### config.mk
export PLATFORM = sky130hd
export DESIGN_NAME = fir_coeff_load_ctrl
export DESIGN_NICKNAME = d
export VERILOG_FILES = /design/src/rtl/fir_coeff_load_ctrl.sv
export SDC_FILE = /design/constraint.sdc
export NUM_CORES = 1
export LEC_CHECK = 0
export BUFFER_PORTS_ARGS = -buffer_cell sky130_fd_sc_hd__buf_2
export CORE_UTILIZATION = 47
export DETAILED_ROUTE_END_ITERATION = 16
export GPL_TIMING_DRIVEN = 0
export PLACE_DENSITY = 0.81
export RECOVER_POWER = 50
export SLEW_MARGIN = 10
export SYNTH_ARGS = -nofsm -noshare
export SYNTH_HDL_FRONTEND = slang
export SYNTH_SLANG_ARGS = --single-unit
export TNS_END_PERCENT = 20
### constraint.sdc
create_clock -name clk -period 1.9 [get_ports clk]
set_clock_uncertainty 0.05 [all_clocks]
set_input_delay 0.19 -clock clk [delete_from_list [all_inputs] [get_ports clk]]
set_output_delay 0.19 -clock clk [all_outputs]
set_load 0.02 [all_outputs]
### src/rtl/fir_coeff_load_ctrl.sv
// rtl/fir_coeff_load_ctrl.sv - FIR coefficient reload sequencer: load, flush, then qualify FIR output.
// Optional macro FIR_CTRL_TIMEOUT_EN adds a 1024-cycle LOAD stall timeout.
module fir_coeff_load_ctrl #(
    parameter int N           = 37,
    parameter int COEFF_WIDTH = 16,
    parameter int LAT         = 9
) (
    input  logic                   clk,
    input  logic                   rst_n,
    input  logic                   cfg_start,
    input  logic                   cfg_valid,
    input  logic [COEFF_WIDTH-1:0] cfg_data,
    input  logic                   cfg_last,
    output logic                   cfg_ready,
    output logic                   coef_we,
    output logic [5:0]             coef_addr,
    output logic [COEFF_WIDTH-1:0] coef_wdata,
    output logic                   fir_zero_in,
    output logic                   y_valid,
    output logic                   busy,
    output logic                   done,
    output logic                   err
);

    localparam int CW = $clog2(N + LAT + 1);

    typedef enum logic [1:0] {IDLE, LOAD, FLUSH, RUN} state_t;

    state_t                 state, state_nxt;
    logic [CW-1:0]          cnt, cnt_nxt;
    logic                   err_nxt, we_nxt, done_nxt;
    logic [5:0]             addr_nxt;
    logic [COEFF_WIDTH-1:0] wdata_nxt;
    logic                   beat;
    logic [LAT-1:0]         vsr;
`ifdef FIR_CTRL_TIMEOUT_EN
    logic [9:0]             tmo, tmo_nxt;
`endif

    assign cfg_ready   = (state == LOAD);
    assign busy        = (state == LOAD) || (state == FLUSH);
    assign fir_zero_in = (state != RUN);
    assign beat        = (state == LOAD) && cfg_valid;
    assign y_valid     = vsr[LAT-1];

    always_comb begin
        state_nxt = state;
        cnt_nxt   = cnt;
        err_nxt   = err;
        we_nxt    = 1'b0;
        addr_nxt  = coef_addr;
        wdata_nxt = coef_wdata;
        done_nxt  = 1'b0;
`ifdef FIR_CTRL_TIMEOUT_EN
        tmo_nxt   = tmo;
`endif
        case (state)
            IDLE, RUN: begin
                if (cfg_start) begin
                    state_nxt = LOAD;
                    cnt_nxt   = '0;
                    err_nxt   = 1'b0;
`ifdef FIR_CTRL_TIMEOUT_EN
                    tmo_nxt   = '0;
`endif
                end
            end
            LOAD: begin
                if (beat) begin
                    we_nxt    = 1'b1;
                    addr_nxt  = 6'(cnt);
                    wdata_nxt = cfg_data;
`ifdef FIR_CTRL_TIMEOUT_EN
                    tmo_nxt   = '0;
`endif
                    // Only a last beat landing exactly on the final tap is a clean load.
                    if (cnt == CW'(N - 1) && cfg_last) begin
                        state_nxt = FLUSH;
                        cnt_nxt   = '0;
                    end else if (cnt == CW'(N - 1) || cfg_last) begin
                        state_nxt = IDLE;
                        err_nxt   = 1'b1;
                    end else begin
                        cnt_nxt = cnt + 1'b1;
                    end
                end
`ifdef FIR_CTRL_TIMEOUT_EN
                else if (tmo == 10'd1023) begin
                    state_nxt = IDLE;
                    err_nxt   = 1'b1;
                end else begin
                    tmo_nxt = tmo + 1'b1;
                end
`endif
            end
            FLUSH: begin
                if (cnt == CW'(N + LAT - 1)) begin
                    state_nxt = RUN;
                    cnt_nxt   = '0;
                    done_nxt  = 1'b1;
                end else begin
                    cnt_nxt = cnt + 1'b1;
                end
            end
            default: state_nxt = IDLE;
        endcase
    end

    // Reset lands in FLUSH: the bank holds power-up coefficients, the delay line does not.
    always_ff @(posedge clk or negedge rst_n) begin
        if (!rst_n) begin
            state      <= FLUSH;
            cnt        <= '0;
            err        <= 1'b0;
            coef_we    <= 1'b0;
            coef_addr  <= '0;
            coef_wdata <= '0;
            done       <= 1'b0;
`ifdef FIR_CTRL_TIMEOUT_EN
            tmo        <= '0;
`endif
        end else begin
            state      <= state_nxt;
            cnt        <= cnt_nxt;
            err        <= err_nxt;
            coef_we    <= we_nxt;
            coef_addr  <= addr_nxt;
            coef_wdata <= wdata_nxt;
            done       <= done_nxt;
`ifdef FIR_CTRL_TIMEOUT_EN
            tmo        <= tmo_nxt;
`endif
        end
    end

    // Mirrors the FIR pipeline: samples fed in RUN emerge LAT cycles later.
    always_ff @(posedge clk or negedge rst_n) begin
        if (!rst_n) begin
            vsr <= '0;
        end else if (state == RUN && state_nxt != RUN) begin
            vsr <= '0;
        end else begin
            vsr <= (vsr << 1) | LAT'(state == RUN);
        end
    end

endmodule

==> results of run 1 <==
-- final cells by class --
type	instances	area share
repair buffers	63	0.1336
multi-input cells	103	0.3615
clock inverters	2	0.004912
well taps	48	0.02358
clock buffers	6	0.03242
flip-flops and latches	42	0.4136
inverters	16	0.02358
plain buffers	3	0.006876
-- cell usage in the layout (no fill, tap or decap), drive strengths merged --
cell type   n
dfstp       1
and2b       2
mux2       16
clkbuf     18
nand2b      5
ha          6
o22ai       4
nor2b       2
nand3b      2
a311oi      1
and2        9
a21bo       1
clkinvlp    1
nor4        2
clkinv      1
buf        54
a2111oi     1
and3b       1
nor2        6
o21ai      10
xnor2       1
nand3       3
a21oi       8
inv        16
o2bb2ai     1
a32o        1
nand4       2
nor3b       1
dfrtp      41
nor3        2
nand2      16
-- flip-flops by register name, indices dropped and copies added (netlist names) --
signal / flops
cnt: 6
coef_addr: 6
coef_wdata: 16
coef_we: 1
done: 1
err: 1
state: 2
vsr: 9
-- power by group --
part,switching [W],internal (W)
Combinational,0.000885,0.000637
Sequential,0.000132,0.00113
Clock,0.000301,0.000292
-- per-layer routing --
| layer | track usage | vias to the layer above | share of wire |
|---|---|---|---|
| li1 | - | 698 | - |
| met3 | 0.03793 | 13 | 0.055 |
| met1 | 0.2562 | 716 | 0.44 |
| met4 | 0.09309 | 0 | 0.027 |
| met2 | 0.3355 | 58 | 0.48 |
| met5 | 0 | - | 0 |
-- stage by stage --
stage	cell area [sq um]	instances	hold WS [ps]	TNS, ps
after floorplan	1926	164	-155.6	0
after global placement	2231	261	315.8	-3681
after detailed placement	2231	261	315.2	-5106
after CTS	2426	272	1.406	-131.9
after global routing	2547	283	64.72	-1268
final	2547	283	-9.086	-412.1
-- how the worst max path moves through the flow --
stage	start	end	slack [ps]	cells past startpoint
after floorplan	state[1]	coef_addr[0]	50	6
after global placement	state[1]	vsr[6]	-190	6
after detailed placement	state[1]	coef_addr[5]	-270	6
after CTS	cnt[1]	cnt[5]	-30	7
after global routing	state[1]	cnt[2]	-130	6
final	state[1]	vsr[5]	-60	6
-- what timing repair did --
| item | CTS | global route |
|---|---|---|
| gates resized for setup | 16 | 13 |
| pin swaps | 3 | 10 |
| setup buffers | 3 | 11 |
| endpoints found under the setup margin | 36 | 37 |
| hold endpoints to repair | 0 | 0 |
-- cells by family (layout without fill, tap and decap cells) --
kind of cell               after synthesis  count (layout)  share of synthesized area
DFF                                     42              42                     0.5465
AOI/OAI and AO/OA                       27              27                     0.1137
xor gates and xnor gates                 1               1                   0.004549
muxes                                   16              16                    0.09357
adders and majority gates                6               6                    0.03899
and+or+nand+nor                         53              53                     0.1657
buffers and inverters                   19              90                    0.03704
==> summary.md, run 1 <==
| Metric | Value |
|---|---|
| Status | complete, but fails checks |
| Failing checks | hold timing, setup timing |
| Critical path buffer and inverter count | 0 |
| Yosys warning total | 0 |
| CTS max path bufs | 2 |
| TritonRoute pass-1 iters | 4 |
| Reg2reg setup slack | -60 ps |
| Final core occ | 0.6706 |
| Initial core utilization | 0.5069 |
| F_max | about 0.51 GHz |
| CP top delay family | simple AND/OR/NAND/NOR gates |
| Multi-input gate area | 920.9 sq um |
| Max stage delay on crit path | around 600 ps |
| R2r endpoint | vsr[5] |
| Mean post-synth cell area | between 10 and 15 sq um |
| WP data arrival | roughly 2100 ps |
| CTS root buf | clkbuf_8 |
| RSZ-0062 raised after global routing | yes |
| Final hold vios | 9 |
| Gpl congestion | a little under 0.8 |
| R2r startpoint | state[1] |
| Vias in the first global route | 1,408 |
| Clk_lat worst skew | approximately 300 ps |
| Setup-failing EPs final | 12 |
| Yosys top cell area share | 0.5328 |
| First DRT Iteration DRCs | approximately 70 |
| Register area share after synthesis | 0.5465 |
| Netlist cell types | 34 |
| Global Route Usage Sum | 0.2028 |
| H-tree depth | 2 |
| Flops & latches, synth | 42 |
| Clock slew at reported path FFs | roughly 80 ps |
| Required time of the worst setup path | 2030 ps |
| Clock Sinks | between 40 and 50 |
| Core area | 0.003799 sq mm |
| Critical-path cell list | ha_4 -> and2b_4 -> a21oi_1 -> nor3b_4 -> o21ai_4 -> and2_1 |
| Via count | between 1,000 and 1,500 |
| I/O Buffers | just under 50 |
| DRC | 0 |
| Final Max Slew Viols | 0 |
| Tmin final | about 2000 ps |
| Hold WC Path Type | primary input to asynchronous set/reset pin |
| Vias/cell | around 5.2 |
| Max cap viols | 0 |
| Die area | between 0.004 and 0.005 sq mm |
| Most area-consuming cells after synthesis | dfrtp_1 (53%), mux2_2 (9.4%), ha_1 (3.9%) |
| Wirelength, routed | 4.288 mm |
| Die height | roughly 66 um |
| PwrDens | roughly 1300 mW/mm^2 |
| Ports | 50 |
| Final nets | between 200 and 300 |
| Share of cells above drive strength 1 | 0.4851 |
| Worst slew pin tran | slightly below 1000 ps |
| Most used DFF post-synth | dfrtp_1 |
| R2R cell count | 6 |
| Pin count of the biggest net entering global routing | between 40 and 50 |
| Crit path kind | flop to flop |
| Total clock buffers created by CTS | 5 |
| Gate Count Post-Synth | about 160 |
| First-pass GRT wire length | 6.527 mm |
| Peak VDD IR | between 0.4 and 0.5 mV |
| Relative slew slack | 0.3384 |
| # fillers | 258 |
| Post-route ant nets | 0 |
| Post-synth EDFFs | 0 |
| Final HPWL DP | roughly 2.7 mm |
| Leak Pwr | approximately 1.2 nW |
| Cell taking the most area after synthesis | dfrtp_1 |
| Post-CTS Hold Fix Bufs | 0 |
| Critical-path top delay cell | dfstp_2 |
| Die Width | 66.01 um |
| Grt ovf | 0 |
| Syn nets | between 150 and 200 |
| Final worst-path cycle share | 1.029 |
| Most frequent cell after synthesis | dfrtp_1 |
| Register area | 0.001054 sq mm |
| Worst-path fanout max | 8 |
| CP Capture Type | flop |
| Min Hold Slack | -9.086 ps |
| # rows | 22 |
| Startpoint types | flop |
| Dpl ws | -268.9 ps |
| Total power | 0.003377 W |
| FFs w/ async S/R, synth | 1.000 |
| Mapped Area | ~0.0019 sq mm |
| Top cells by count, synth | dfrtp_1 (41), inv_1 (16), mux2_2 (16), nand2_1 (16) |
| Final setup margin | -56.03 ps |
| Number of diodes | 0 |
| CTS tree | done |
| P&R area growth vs syn | 32.29% |
| Initial antenna violation count | 0 |
| DR WL/cell | about 15 um |
Note: power is estimated with default switching activity, not from simulation.
==> run 2, diff against run 1 <==
PLACE_DENSITY = 0.75   (was 0.81)
==> run 2 against run 1 <==
Compared with the run above:
- the run ends with setup timing left
- clock-buffer cell count increased by 1
- cell area decreased by 5.4%
- register-to-register slack got worse by 20 ps
- sequential share of layout area increased by 2.3 points
- die area unchanged
- critical path depth unchanged
- largest cell class unchanged
==> summary.md, run 2 (synthesized netlist as in run 1, its figures left out) <==
| Metric | Value |
|---|---|
| Final core occ | 0.6347 (was 0.6706) |
| Critical-path top delay cell | dfstp_2 (unchanged) |
| DR WL/cell | 13.73 um (was 15.15 um) |
| Die Width | 66.01 um (unchanged) |
| Commonest non-fill, non-tap cell in the layout | buf_2 |
| Status | complete, but fails checks (unchanged) |
| Clk_lat worst skew | 280 ps (was 300 ps) |
| Number of diodes | 0 (unchanged) |
| Total clock buffers created by CTS | 5 (unchanged) |
| Clock slew at reported path FFs | 70 ps (was 80 ps) |
| Relative slew slack | 0.3362 (was 0.3384) |
| Fin area | 0.002411 sq mm (was 0.002547 sq mm) |
| Final worst-path cycle share | 1.039 (was 1.029) |
| TritonRoute pass-1 iters | 5 (was 4) |
| Post-CTS Hold Fix Bufs | 0 (unchanged) |
| Vias/cell | 5.084 (was 5.247) |
| Tmin final | 1974 ps (was 1956 ps) |
| CTS tree | done (unchanged) |
| Grt ovf | 0 (unchanged) |
| Global Route Usage Sum | 0.1765 (was 0.2028) |
| Net Sw Power | 0.001227 W (was 0.001318 W) |
| Die area | 0.004357 sq mm (unchanged) |
| Final HPWL DP | 2.621 mm (was 2.743 mm) |
| Critical-path cell list | ha_4 -> and2b_4 -> nor4_2 -> nor3_4 -> a21oi_1 -> o22ai_2 (was ha_4 -> and2b_4 -> a21oi_1 -> nor3b_4 -> o21ai_4 -> and2_1) |
| Gpl congestion | 0.7704 (was 0.7816) |
| RSZ-0062 raised after global routing | yes (unchanged) |
| Clock Power Share | 0.175 (was 0.176) |
| Final Max Slew Viols | 0 (unchanged) |
| Sw Share | 0.3803 (was 0.3904) |
| Reg2reg setup slack | -70 ps (was -60 ps) |
| Dpl ws | -261.6 ps (was -268.9 ps) |
| Final setup margin | -74.33 ps (was -56.03 ps) |
| Leak Pwr | 1.123 nW (was 1.178 nW) |
| Setup TNS | -486.9 ps (was -412.1 ps) |
| Startpoint types | flop (unchanged) |
| Die height | 66.01 um (unchanged) |
| F_max | 0.5065 GHz (was 0.5112 GHz) |
| Most frequent cells in the layout | buf_2 (42), dfrtp_1 (40), nand2_1 (16), mux2_2 (16), inv_1 (15) (was dfrtp_1 (40), buf_2 (40), nand2_1 (16), mux2_2 (16), buf_4 (14)) |
| CP Capture Type | flop (unchanged) |
| Max cap viols | 0 (unchanged) |
| Top flop regs | coef_wdata: 16 flops, vsr: 9 flops (unchanged) |
| Ports | 50 (unchanged) |
| Core area | 0.003799 sq mm (unchanged) |
| I/O Buffers | 49 (unchanged) |
| Vias in the first global route | 1,323 (was 1,408) |
| First DRT Iteration DRCs | 44 (was 69) |
| Largest register by flop count | coef_wdata (unchanged) |
| Final hold vios | 0 (was 9) |
| WP data arrival | 2090 ps (about the same) |
| Logic pwr share | 0.434 (was 0.451) |
| Initial antenna violation count | 0 (unchanged) |
| P&R area growth vs syn | 25.21% (was 32.29%) |
| PwrDens | 1338 mW/mm^2 (was 1326 mW/mm^2) |
| CTS root buf | clkbuf_8 (unchanged) |
| Critical path buffer and inverter count | 0 (unchanged) |
| Failing checks | setup timing (was hold timing, setup timing) |
| Max stage delay on crit path | 610 ps (was 600 ps) |
| CP top delay family | simple AND/OR/NAND/NOR gates (unchanged) |
| Clock Sinks | 42 (unchanged) |
| Peak VDD IR | 0.5297 mV (was 0.4539 mV) |
| Worst slew pin tran | 995.7 ps (was 992.4 ps) |
| First-pass GRT wire length | 5.796 mm (was 6.527 mm) |
| Pin count of the biggest net entering global routing | 43 (unchanged) |
| Initial core utilization | 0.5069 (unchanged) |
| Hold WC Path Type | primary input to asynchronous set/reset pin (unchanged) |
| Crit path kind | flop to flop (unchanged) |
| Wirelength, routed | 3.763 mm (was 4.288 mm) |
| Via count | 1,393 (was 1,485) |
| Post-route ant nets | 0 (unchanged) |
| P_int | 0.001999 W (was 0.002058 W) |
| # rows | 22 (unchanged) |
| Reg power frac | 0.391 (was 0.374) |
| Min Hold Slack | 15.56 ps (was -9.086 ps) |
| CTS max path bufs | 2 (unchanged) |
| Worst-path fanout max | 8 (unchanged) |
| Final nets | 252 (was 261) |
| Max reg flops | 16 (unchanged) |
| Setup-failing EPs final | 13 (was 12) |
| Required time of the worst setup path | 2010 ps (was 2030 ps) |
| H-tree depth | 2 (unchanged) |
| Area after DPL | 0.002231 sq mm (unchanged) |
| DRC | 0 (unchanged) |
| Share of cells above drive strength 1 | 0.4469 (was 0.4851) |
run 2: cell types whose count changed in the layout (fill, tap and decap cells not counted), moves of 2 or more:
| cell | previous run | this run |
|---|---|---|
| nor4_2 | 0 | 2 |
| inv_2 | 3 | 1 |
| buf_2 | 40 | 42 |
| nor4_4 | 2 | 0 |
| ha_4 | 3 | 1 |
| buf_4 | 14 | 5 |
| inv_1 | 13 | 15 |
run 2: power groups by stage:
stage / combinational [W] / sequential, W / clock (W)
floorplan: 0.000607 / 0.00153 / 0
global placement: 0.00124 / 0.00126 / 0
detailed placement: 0.00127 / 0.00128 / 0
CTS: 0.00130 / 0.00126 / 0.000587
global route: 0.00152 / 0.00129 / 0.000632
finish: 0.00140 / 0.00126 / 0.000566
run 2: per-layer routing:
metal / share of wire / track usage
met1: 0.46 / 0.2155
met2: 0.48 / 0.3048
met5: 0 / 0
met4: 0.0082 / 0.04787
met3: 0.052 / 0.04828
run 2: final timing paths:
| kind | depth (start not counted) | startpoint | endpoint |
|---|---|---|---|
| max reg2reg | 6 | state[1] | cnt[5] |
| max in group asynchronous | 1 | rst_n | cnt[0] |
| max | 6 | state[1] | cnt[5] |
| min in group clk | 2 | cfg_data[3] | coef_wdata[3] |
| min | 1 | rst_n | vsr[8] |
| min reg2reg | 1 | vsr[1] | vsr[2] |
run 2: what timing repair did:
item	4_1_cts	5_1_grt
gates resized for setup	9	9
buffers inserted	0	5
endpoints found under the setup margin	36	34
pin swaps	1	4
run 2: area by class of cell:
cell class	count	area [sq um]
fillers	306	1388
flip-flops and latches	42	1054
multi-input cells	103	857.1
repair buffers	54	274.0
clock buffers	7	86.33
inverters	16	60.06
well taps	48	60.06
plain buffers	3	15.01
clock inverters	1	5.005
run 2: per-stage QoR:
stage | instances | power (W)
after floorplan | 164 | 0.002140
after global placement | 261 | 0.002505
after detailed placement | 261 | 0.002547
after CTS | 269 | 0.003150
after global routing | 274 | 0.003446
final | 274 | 0.003226
